==> src/rtl/div_const_pkg.sv <==
// div_const_pkg
// Shared definitions for the sequential constant divider.
//   state_e     : FSM encoding (IDLE / BUSY / DONE)
//   ceil_log2   : ceiling log2 helper usable in constant expressions
//   rem_bits    : remainder width needed for a given divisor
//   step_count  : number of chunk iterations for a dividend width
package div_const_pkg;

    typedef enum logic [1:0] {
        ST_IDLE = 2'd0,
        ST_BUSY = 2'd1,
        ST_DONE = 2'd2
    } state_e;

    function automatic int ceil_log2(input int value);
        int w;
        w = 0;
        for (int i = 0; i < 32; i++) begin
            if ((64'd1 << w) < 64'(value)) begin
                w = w + 1;
            end
        end
        return w;
    endfunction

    // Remainder is always < divisor, so ceil(log2(divisor)) bits suffice.
    function automatic int rem_bits(input int divisor);
        return ceil_log2(divisor);
    endfunction

    function automatic int step_count(input int width, input int chunk);
        return width / chunk;
    endfunction

endpackage

==> src/rtl/div_const_step.sv <==
// div_const_step
// One long-division step by a constant: appends CHUNK dividend bits to the
// running remainder and produces the CHUNK-bit quotient digit and the new
// remainder. Purely combinational.
//   r       : in  RW     running remainder (always < DIVISOR)
//   chunk   : in  CHUNK  next dividend bits, MSB first
//   q_chunk : out CHUNK  quotient digit for this step
//   r_next  : out RW     updated remainder
module div_const_step
    import div_const_pkg::*;
#(
    parameter int DIVISOR = 3,
    parameter int CHUNK   = 8,
    localparam int RW     = rem_bits(DIVISOR)
) (
    input  logic [RW-1:0]    r,
    input  logic [CHUNK-1:0] chunk,
    output logic [CHUNK-1:0] q_chunk,
    output logic [RW-1:0]    r_next
);

    localparam int            TW    = RW + CHUNK;
    localparam logic [TW-1:0] DIV_T = TW'(DIVISOR);

    logic [TW-1:0] t;

    // Because r < DIVISOR, t < DIVISOR << CHUNK, so the quotient digit
    // always fits in CHUNK bits and the casts below drop only zero bits.
    always_comb begin
        t       = {r, chunk};
        q_chunk = CHUNK'(t / DIV_T);
        r_next  = RW'(t % DIV_T);
    end

endmodule

==> src/rtl/div_const_seq.sv <==
// div_const_seq
// Sequential unsigned divider by a constant, consuming CHUNK dividend bits
// per cycle. A dividend is accepted with a valid/ready handshake, processed
// over WIDTH/CHUNK BUSY cycles and presented until the consumer takes it.
//   clk       : in  1      clock, rising edge
//   rst_n     : in  1      asynchronous active-low reset
//   in_valid  : in  1      in_x holds a dividend
//   in_ready  : out 1      ready to accept a dividend (IDLE only)
//   in_x      : in  WIDTH  unsigned dividend
//   out_valid : out 1      out_q/out_r hold a result (DONE only)
//   out_ready : in  1      consumer takes the result
//   out_q     : out WIDTH  floor(in_x / DIVISOR)
//   out_r     : out RW     in_x mod DIVISOR
module div_const_seq
    import div_const_pkg::*;
#(
    parameter int WIDTH   = 64,
    parameter int DIVISOR = 3,
    parameter int CHUNK   = 8,
    localparam int RW     = rem_bits(DIVISOR)
) (
    input  logic             clk,
    input  logic             rst_n,
    input  logic             in_valid,
    output logic             in_ready,
    input  logic [WIDTH-1:0] in_x,
    output logic             out_valid,
    input  logic             out_ready,
    output logic [WIDTH-1:0] out_q,
    output logic [RW-1:0]    out_r
);

    localparam int            STEPS = step_count(WIDTH, CHUNK);
    localparam int            CW    = (STEPS > 1) ? ceil_log2(STEPS) : 1;
    localparam logic [CW-1:0] LAST  = CW'(STEPS - 1);

    state_e           state_q, state_d;
    logic [CW-1:0]    cnt_q, cnt_d;
    logic [RW-1:0]    rem_q, rem_d;
    logic [WIDTH-1:0] shift_q, shift_d;
    logic [WIDTH-1:0] quot_q, quot_d;
    logic             in_ready_q, in_ready_d;
    logic             out_valid_q, out_valid_d;

    logic [CHUNK-1:0] q_chunk;
    logic [RW-1:0]    r_next;

    div_const_step #(
        .DIVISOR (DIVISOR),
        .CHUNK   (CHUNK)
    ) u_step (
        .r       (rem_q),
        .chunk   (shift_q[WIDTH-1 -: CHUNK]),
        .q_chunk (q_chunk),
        .r_next  (r_next)
    );

    // Acceptance is gated by the registered in_ready so the handshake seen
    // outside always matches what the FSM does (including the first cycle
    // after reset, where in_ready is still low).
    always_comb begin
        state_d = state_q;
        cnt_d   = cnt_q;
        rem_d   = rem_q;
        shift_d = shift_q;
        quot_d  = quot_q;

        case (state_q)
            ST_IDLE: begin
                if (in_ready_q && in_valid) begin
                    shift_d = in_x;
                    rem_d   = '0;
                    cnt_d   = '0;
                    state_d = ST_BUSY;
                end
            end
            ST_BUSY: begin
                rem_d   = r_next;
                quot_d  = (quot_q << CHUNK) | WIDTH'(q_chunk);
                shift_d = shift_q << CHUNK;
                if (cnt_q == LAST) begin
                    cnt_d   = '0;
                    state_d = ST_DONE;
                end else begin
                    cnt_d = cnt_q + 1'b1;
                end
            end
            ST_DONE: begin
                if (out_ready) begin
                    state_d = ST_IDLE;
                end
            end
            default: begin
                state_d = ST_IDLE;
            end
        endcase

        in_ready_d  = (state_d == ST_IDLE);
        out_valid_d = (state_d == ST_DONE);
    end

    always_ff @(posedge clk or negedge rst_n) begin
        if (!rst_n) begin
            state_q     <= ST_IDLE;
            cnt_q       <= '0;
            rem_q       <= '0;
            shift_q     <= '0;
            quot_q      <= '0;
            in_ready_q  <= 1'b0;
            out_valid_q <= 1'b0;
        end else begin
            state_q     <= state_d;
            cnt_q       <= cnt_d;
            rem_q       <= rem_d;
            shift_q     <= shift_d;
            quot_q      <= quot_d;
            in_ready_q  <= in_ready_d;
            out_valid_q <= out_valid_d;
        end
    end

    assign in_ready  = in_ready_q;
    assign out_valid = out_valid_q;
    assign out_q     = quot_q;
    assign out_r     = rem_q;

endmodule
==> config.mk <==
export PLATFORM = sky130hd
export DESIGN_NAME = div_const_seq
export DESIGN_NICKNAME = d
export VERILOG_FILES = /design/src/rtl/div_const_pkg.sv /design/src/rtl/div_const_step.sv /design/src/rtl/div_const_seq.sv
export SDC_FILE = /design/constraint.sdc
export NUM_CORES = 1
export LEC_CHECK = 0
export BUFFER_PORTS_ARGS = -buffer_cell sky130_fd_sc_hd__buf_4
export CORE_UTILIZATION = 57
export CTS_BUF_LIST = sky130_fd_sc_hd__clkbuf_4
export DETAILED_ROUTE_END_ITERATION = 7
export PLACE_DENSITY = 0.86
export SLEW_MARGIN = 15
export SYNTH_ARGS = -nofsm -noshare
export SYNTH_HDL_FRONTEND = slang
export SYNTH_SLANG_ARGS = --single-unit
export TNS_END_PERCENT = 10
==> constraint.sdc <==
create_clock -name clk -period 4.9 [get_ports clk]
set_input_delay 0.49 -clock clk [delete_from_list [all_inputs] [get_ports clk]]
set_output_delay 0.49 -clock clk [all_outputs]
set_load 0.01 [all_outputs]
* Word level (Yosys, flattened, before mapping) *
Index checks and enable logic that the tools add are counted.

word-level totals
  bits in registers = 137
  input port bits = 68
  output and inout port bits = 68
  logic and storage cells = 32

operators by class
  $add $sub $neg = 1
  divide/modulo/power cells = 2
  eq/ne operators = 5
  muxes and demuxes = 11
  bitwise logic cells = 1
  reduce and logical (&&, ||, !) cells = 5

operators by type and width
  kind                                                  count
  case mux 64 bit (2 select lines)                      1
  two-way mux 64 bit                                    1
  bitwise OR 64 x 8 -> 64 bit                           1
  divider 10 x 2 -> 10 bit (second input constant)      1
  modulo 10 x 2 -> 10 bit (second input constant)       1
  two-way mux 2 bit                                     4
  two-way mux 3 bit                                     2
  case mux 2 bit (3 select lines)                       1
  case mux 3 bit (2 select lines)                       1
  equality test 2 bit (second input constant)           2
  logical NOT 2 bit                                     2
  case mux 2 bit (2 select lines)                       1
  adder 3 x 1 -> 3 bit (second input constant)          1
  equality test 3 bit (second input constant)           1
  equality test 2 x 1 -> 1 bit (second input constant)  1
  inequality test 2 bit (second input constant)         1
  AND reduction 2 bit                                   1
  nonzero test 2 bit                                    1
  logical AND 1 bit                                     1

* Longest topological paths before layout *
  depth after elaboration = 4
  depth in mapped cells = 18
  mapped depth without buffers = 16

* Cells and area by module *
A second synthesis with hierarchy kept.

unflattened totals
  cell total of the unflattened synthesis = 705
  area, all modules = 6,341.1 µm²

modules (own cells, without submodules)
  module          times used  cells each  area each (µm²)  seq. area each (µm²)
  div_const_seq   1           590         5,566.6          3,428.3
  div_const_step  1           115         774.5            0.0

* Least setup slack after synthesis *
OpenSTA, ideal clock, no wires.

  path type = reg2reg
  start point = register rem_q[1] (netlist: out_r[1])
  end point = register rem_q[1] (netlist: out_r[1])
  setup time = 0.122 ns
  arrival time = 3.818 ns
  required time = 4.778 ns
  path slack = 0.960 ns
  stages on the path, launching flop included = 17
  buffers on the path = 1
  clock period less this slack = 3.940 ns
  path through = dfrtp_1 > buf_4 > nor4bb_1 > o21a_1 > o22a_1 > or2_4 > o21a_2 > o22ai_1 > inv_1 > ha_1 > nand4b_1 > a21o_1 > ha_1 > or2_2 > o32a_1 > a2111o_1 > a32o_1

on the way
  cells in the longest elaborated chain, start to end = 2

RTL lines
  what                             RTL line              RTL
  start, declared                  div_const_seq.sv:39   logic [RW-1:0] rem_q, rem_d;
  start signal, assigned           div_const_seq.sv:114  rem_q <= rem_d;
  modulo 10 x 2 -> 10 bit          div_const_step.sv:32  r_next = RW'(t % DIV_T);
  case mux 2 bit (2 select lines)  div_const_seq.sv:68   case (state_q)

Every way passes these cells.
A chain may end at the register's enable or synchronous reset.

* Worst setup path after layout *
  start point = register shift_q[62]
  end point = register rem_q[1] (netlist: out_r[1])

on the way
  cells in the longest elaborated chain, start to end = 2

RTL lines
  what                             RTL line              RTL
  start, declared                  div_const_seq.sv:40   logic [WIDTH-1:0] shift_q, shift_d;
  start signal, assigned           div_const_seq.sv:115  shift_q <= shift_d;
  modulo 10 x 2 -> 10 bit          div_const_step.sv:32
  case mux 2 bit (2 select lines)  div_const_seq.sv:68

Every way passes these cells.

==> metrics <==
status finished, final reports clean; CTS tree built; nets about 940; Die W about 110 um; Power Density 759 nW/um2; I/O Buffers roughly 140; Max Cap Viol 0; final hold vios 0; CTS Buf Count 17; Reg-to-Reg End out_r[1]$_DFFE_PN0P_; die area 11,600 um2; WP data arrival roughly 4900 ps; RSZ-0062 raised after global routing false; Die Y between 100 and 150 um; critical path class register to register; Final Non-Filler Cells slightly above 1,000; final worst path period share 0.922; FF-to-FF Start shift_q[62]$_DFFE_PN0P_; required time of the critical path approximately 5300 ps; layout cells sized above 1 0.212; Clock Latency Late Sink ~530 ps; Synth Register Bits ~140; Cells after Synth 763; Hold Path Class primary input to async pin; core footprint around 11,000 um2; Fill cells about 850; Setup violations, final 0; Reg2Reg Depth 15; CP startpoint kind register; total gr overflow 0; post_cts resized 0; GRT Overall Usage 0.272; global-route wire length before repair 24,800 um; syn_area_per_cell around 8.4 um2; post-synth cell types a little under 60; Slew HR 0.236; cell total after placement ~990; multi-input logic area roughly 2700 um2; htree depth 4; Crit-path slowest cell dfrtp_1; postcts setup bufs 0; Synth area leaders dfrtp_1 54%, nand2_1 19%, a31oi_1 6.1%; Peak VDD IR 0.000345 V; DRC 0; Routed WL per cell approximately 15 um; iteration count of the initial detailed-routing pass 7; CP Cell Sequence and4bb_1 > o21a_1 > o22a_1 > or2_4 > o21a_2 > o22ai_1 > inv_1 > ha_1 > nand4b_1 > a21o_1 > ha_1 > or2_2 > o32a_1 > a2111o_1 > a32o_1; syn_nets 835; share of async-settable or async-resettable flops after synthesis 1.00; Critical Path Max Stage Delay 750 ps; initial DRC count 664; Storage cell area about 3400 um2; clock skew 12.2 ps; final worst path period need ~4500 ps; vias in the first global route 5,227; HPWL after DPL between 10,000 and 15,000 um; ANT cells 0; site row count 38; Placer Congestion approximately 0.85; Initial Utilization 0.586; Pleak approximately 4 nW; clk slew on worst S/H paths 110 ps; yosys warns 0; CP startpoint shift_q[62]$_DFFE_PN0P_; Synth top area share 0.537; Worst path most repeated cell ha_1; worst-margin pin slew about 1100 ps; Final Max Tran Viols 0; flop2flop setup slack 380 ps; Detailed Route WL roughly 15,000 um; worst-case clock buffer depth 2; CP Capture Type register; cell taking the most area after synthesis dfrtp_1; vias per inst between 5 and 6; antenna viol nets, final 0; via count around 5,600; sequential share of the synthesized area 0.537; critical path endpoint out_r[1]$_DFFE_PN0P_; Clock Root Buffer clkbuf_4; Sum Neg Setup Slack 0 ps; count of hold-fix buffers inserted at cts 0; worst-path maximum fanout 23; Sink Count around 140; dominant synthesized flop cell dfrtp_1; initial antenna violation count 0; Ports 136; Layout area overhead 21.0%; number of synthesized flops with an enable pin 0; Fmax achieved roughly 220 MHz; pin count of the biggest net entering global routing 129; mapped cell area roughly 6400 um2
==> metal layers <==
layer  routed length, um  vias to the layer above  global-route usage
met5                   0                        -                   0
met4                 166                        0              0.0773
met3                1110                       24              0.0720
met2                7030                      250               0.417
met1                6620                     2636               0.379
li1                    -                     2730                   -
==> registers in the layout, summed over array words and instances (netlist names) <==
name and cells:
cnt_q 3, in_ready 1, out_q 64, out_r 2
out_valid 1, shift_q 64, state_q 2
==> per-stage QoR <==
stage | utilization | area [um2] | worst slack (ps) | hold slack (ps) | power, W
floorplan | - | 6380 | 960 | 194 | 0.00410
global placement | 0.679 | 7390 | 683 | 461 | 0.00485
detailed placement | 0.679 | 7390 | 482 | 470 | 0.00502
CTS | 0.708 | 7700 | 451 | 67.7 | 0.00584
global route | 0.709 | 7720 | 154 | 82.2 | 0.00634
finish | 0.709 | 7720 | 381 | 47.2 | 0.00586
==> synthesized netlist by cell type, drive strengths merged (3+ instances only) <==
| master | n |
|---|---|
| a21o | 5 |
| a21oi | 17 |
| a31oi | 62 |
| buf | 14 |
| clkbuf | 42 |
| dfrtp | 137 |
| ha | 4 |
| inv | 6 |
| nand2 | 316 |
| nand2b | 5 |
| nand3 | 5 |
| nor2 | 71 |
| nor2b | 3 |
| nor3 | 5 |
| nor3b | 5 |
| o21a | 3 |
| o21ai | 15 |
| o22ai | 4 |
| o31ai | 4 |
| xnor2 | 3 |
==> logic make-up after synthesis <==
logic type	after synthesis	synth area share
AOI/OAI and AO/OA	127	0.132
xor gates and xnor gates	4	0.00549
and+or+nand+nor	427	0.274
buffers and inverters	62	0.0410
adders and majority gates	4	0.00784
muxes	2	0.00333
DFF	137	0.537
==> worst min-delay path by stage <==
stage	endpoint	slack [ps]	cells past startpoint
final	out_q[26]$_DFFE_PN0P_	50	1
after global routing	out_q[57]$_DFFE_PN0P_	80	1
after CTS	out_q[57]$_DFFE_PN0P_	70	1
after detailed placement	out_q[56]$_DFFE_PN0P_	470	2
after global placement	out_q[56]$_DFFE_PN0P_	460	2
after floorplan	cnt_q[0]$_DFFE_PN0P_	190	0
==> critical path: cells and delay by family, from the launching register on <==
kind	cells	cell delay, ps
AOI/OAI and AO/OA	8	1970
adders and majority gates	2	440
buffers and inverters	1	80
DFF	1	750
and+or+nand+nor	4	1170
==> layout by cell type, fill, tap and decap left out, types with 3 or more instances in the layout <==
cell type  Yosys  final
clkinv_4       0      4
dfrtp_1      137    137
ha_1           4      4
nor3_1         4      4
o22ai_1        3      3
a31oi_1       62     62
buf_4          1    138
clkinv_1       0      4
nand3_1        5      4
nor3b_1        4      4
nand2b_1       5      4
a21o_1         5      5
o21ai_0       15     15
nand2_1      316    316
inv_1          6      6
o31ai_1        4      4
clkbuf_4       0     18
bufinv_16      0      4
nor2_1        71     71
a21oi_1       16     16
xnor2_1        3      3
==> final cells by class <==
type / instances / area share
sequential: 137 / 0.444
clock buffer: 18 / 0.0175
clock inverter: 14 / 0.0233
inverter: 6 / 0.00292
multi-input combinational: 564 / 0.352
timing repair buffer: 140 / 0.138
tap: 140 / 0.0227
==> power by group <==
| group | switching [W] | internal, W |
|---|---|---|
| clock | 0.000410 | 0.000405 |
| combinational | 0.00167 | 0.00125 |
| sequential | 0.000470 | 0.00165 |
(Power assumes the default switching activity.)
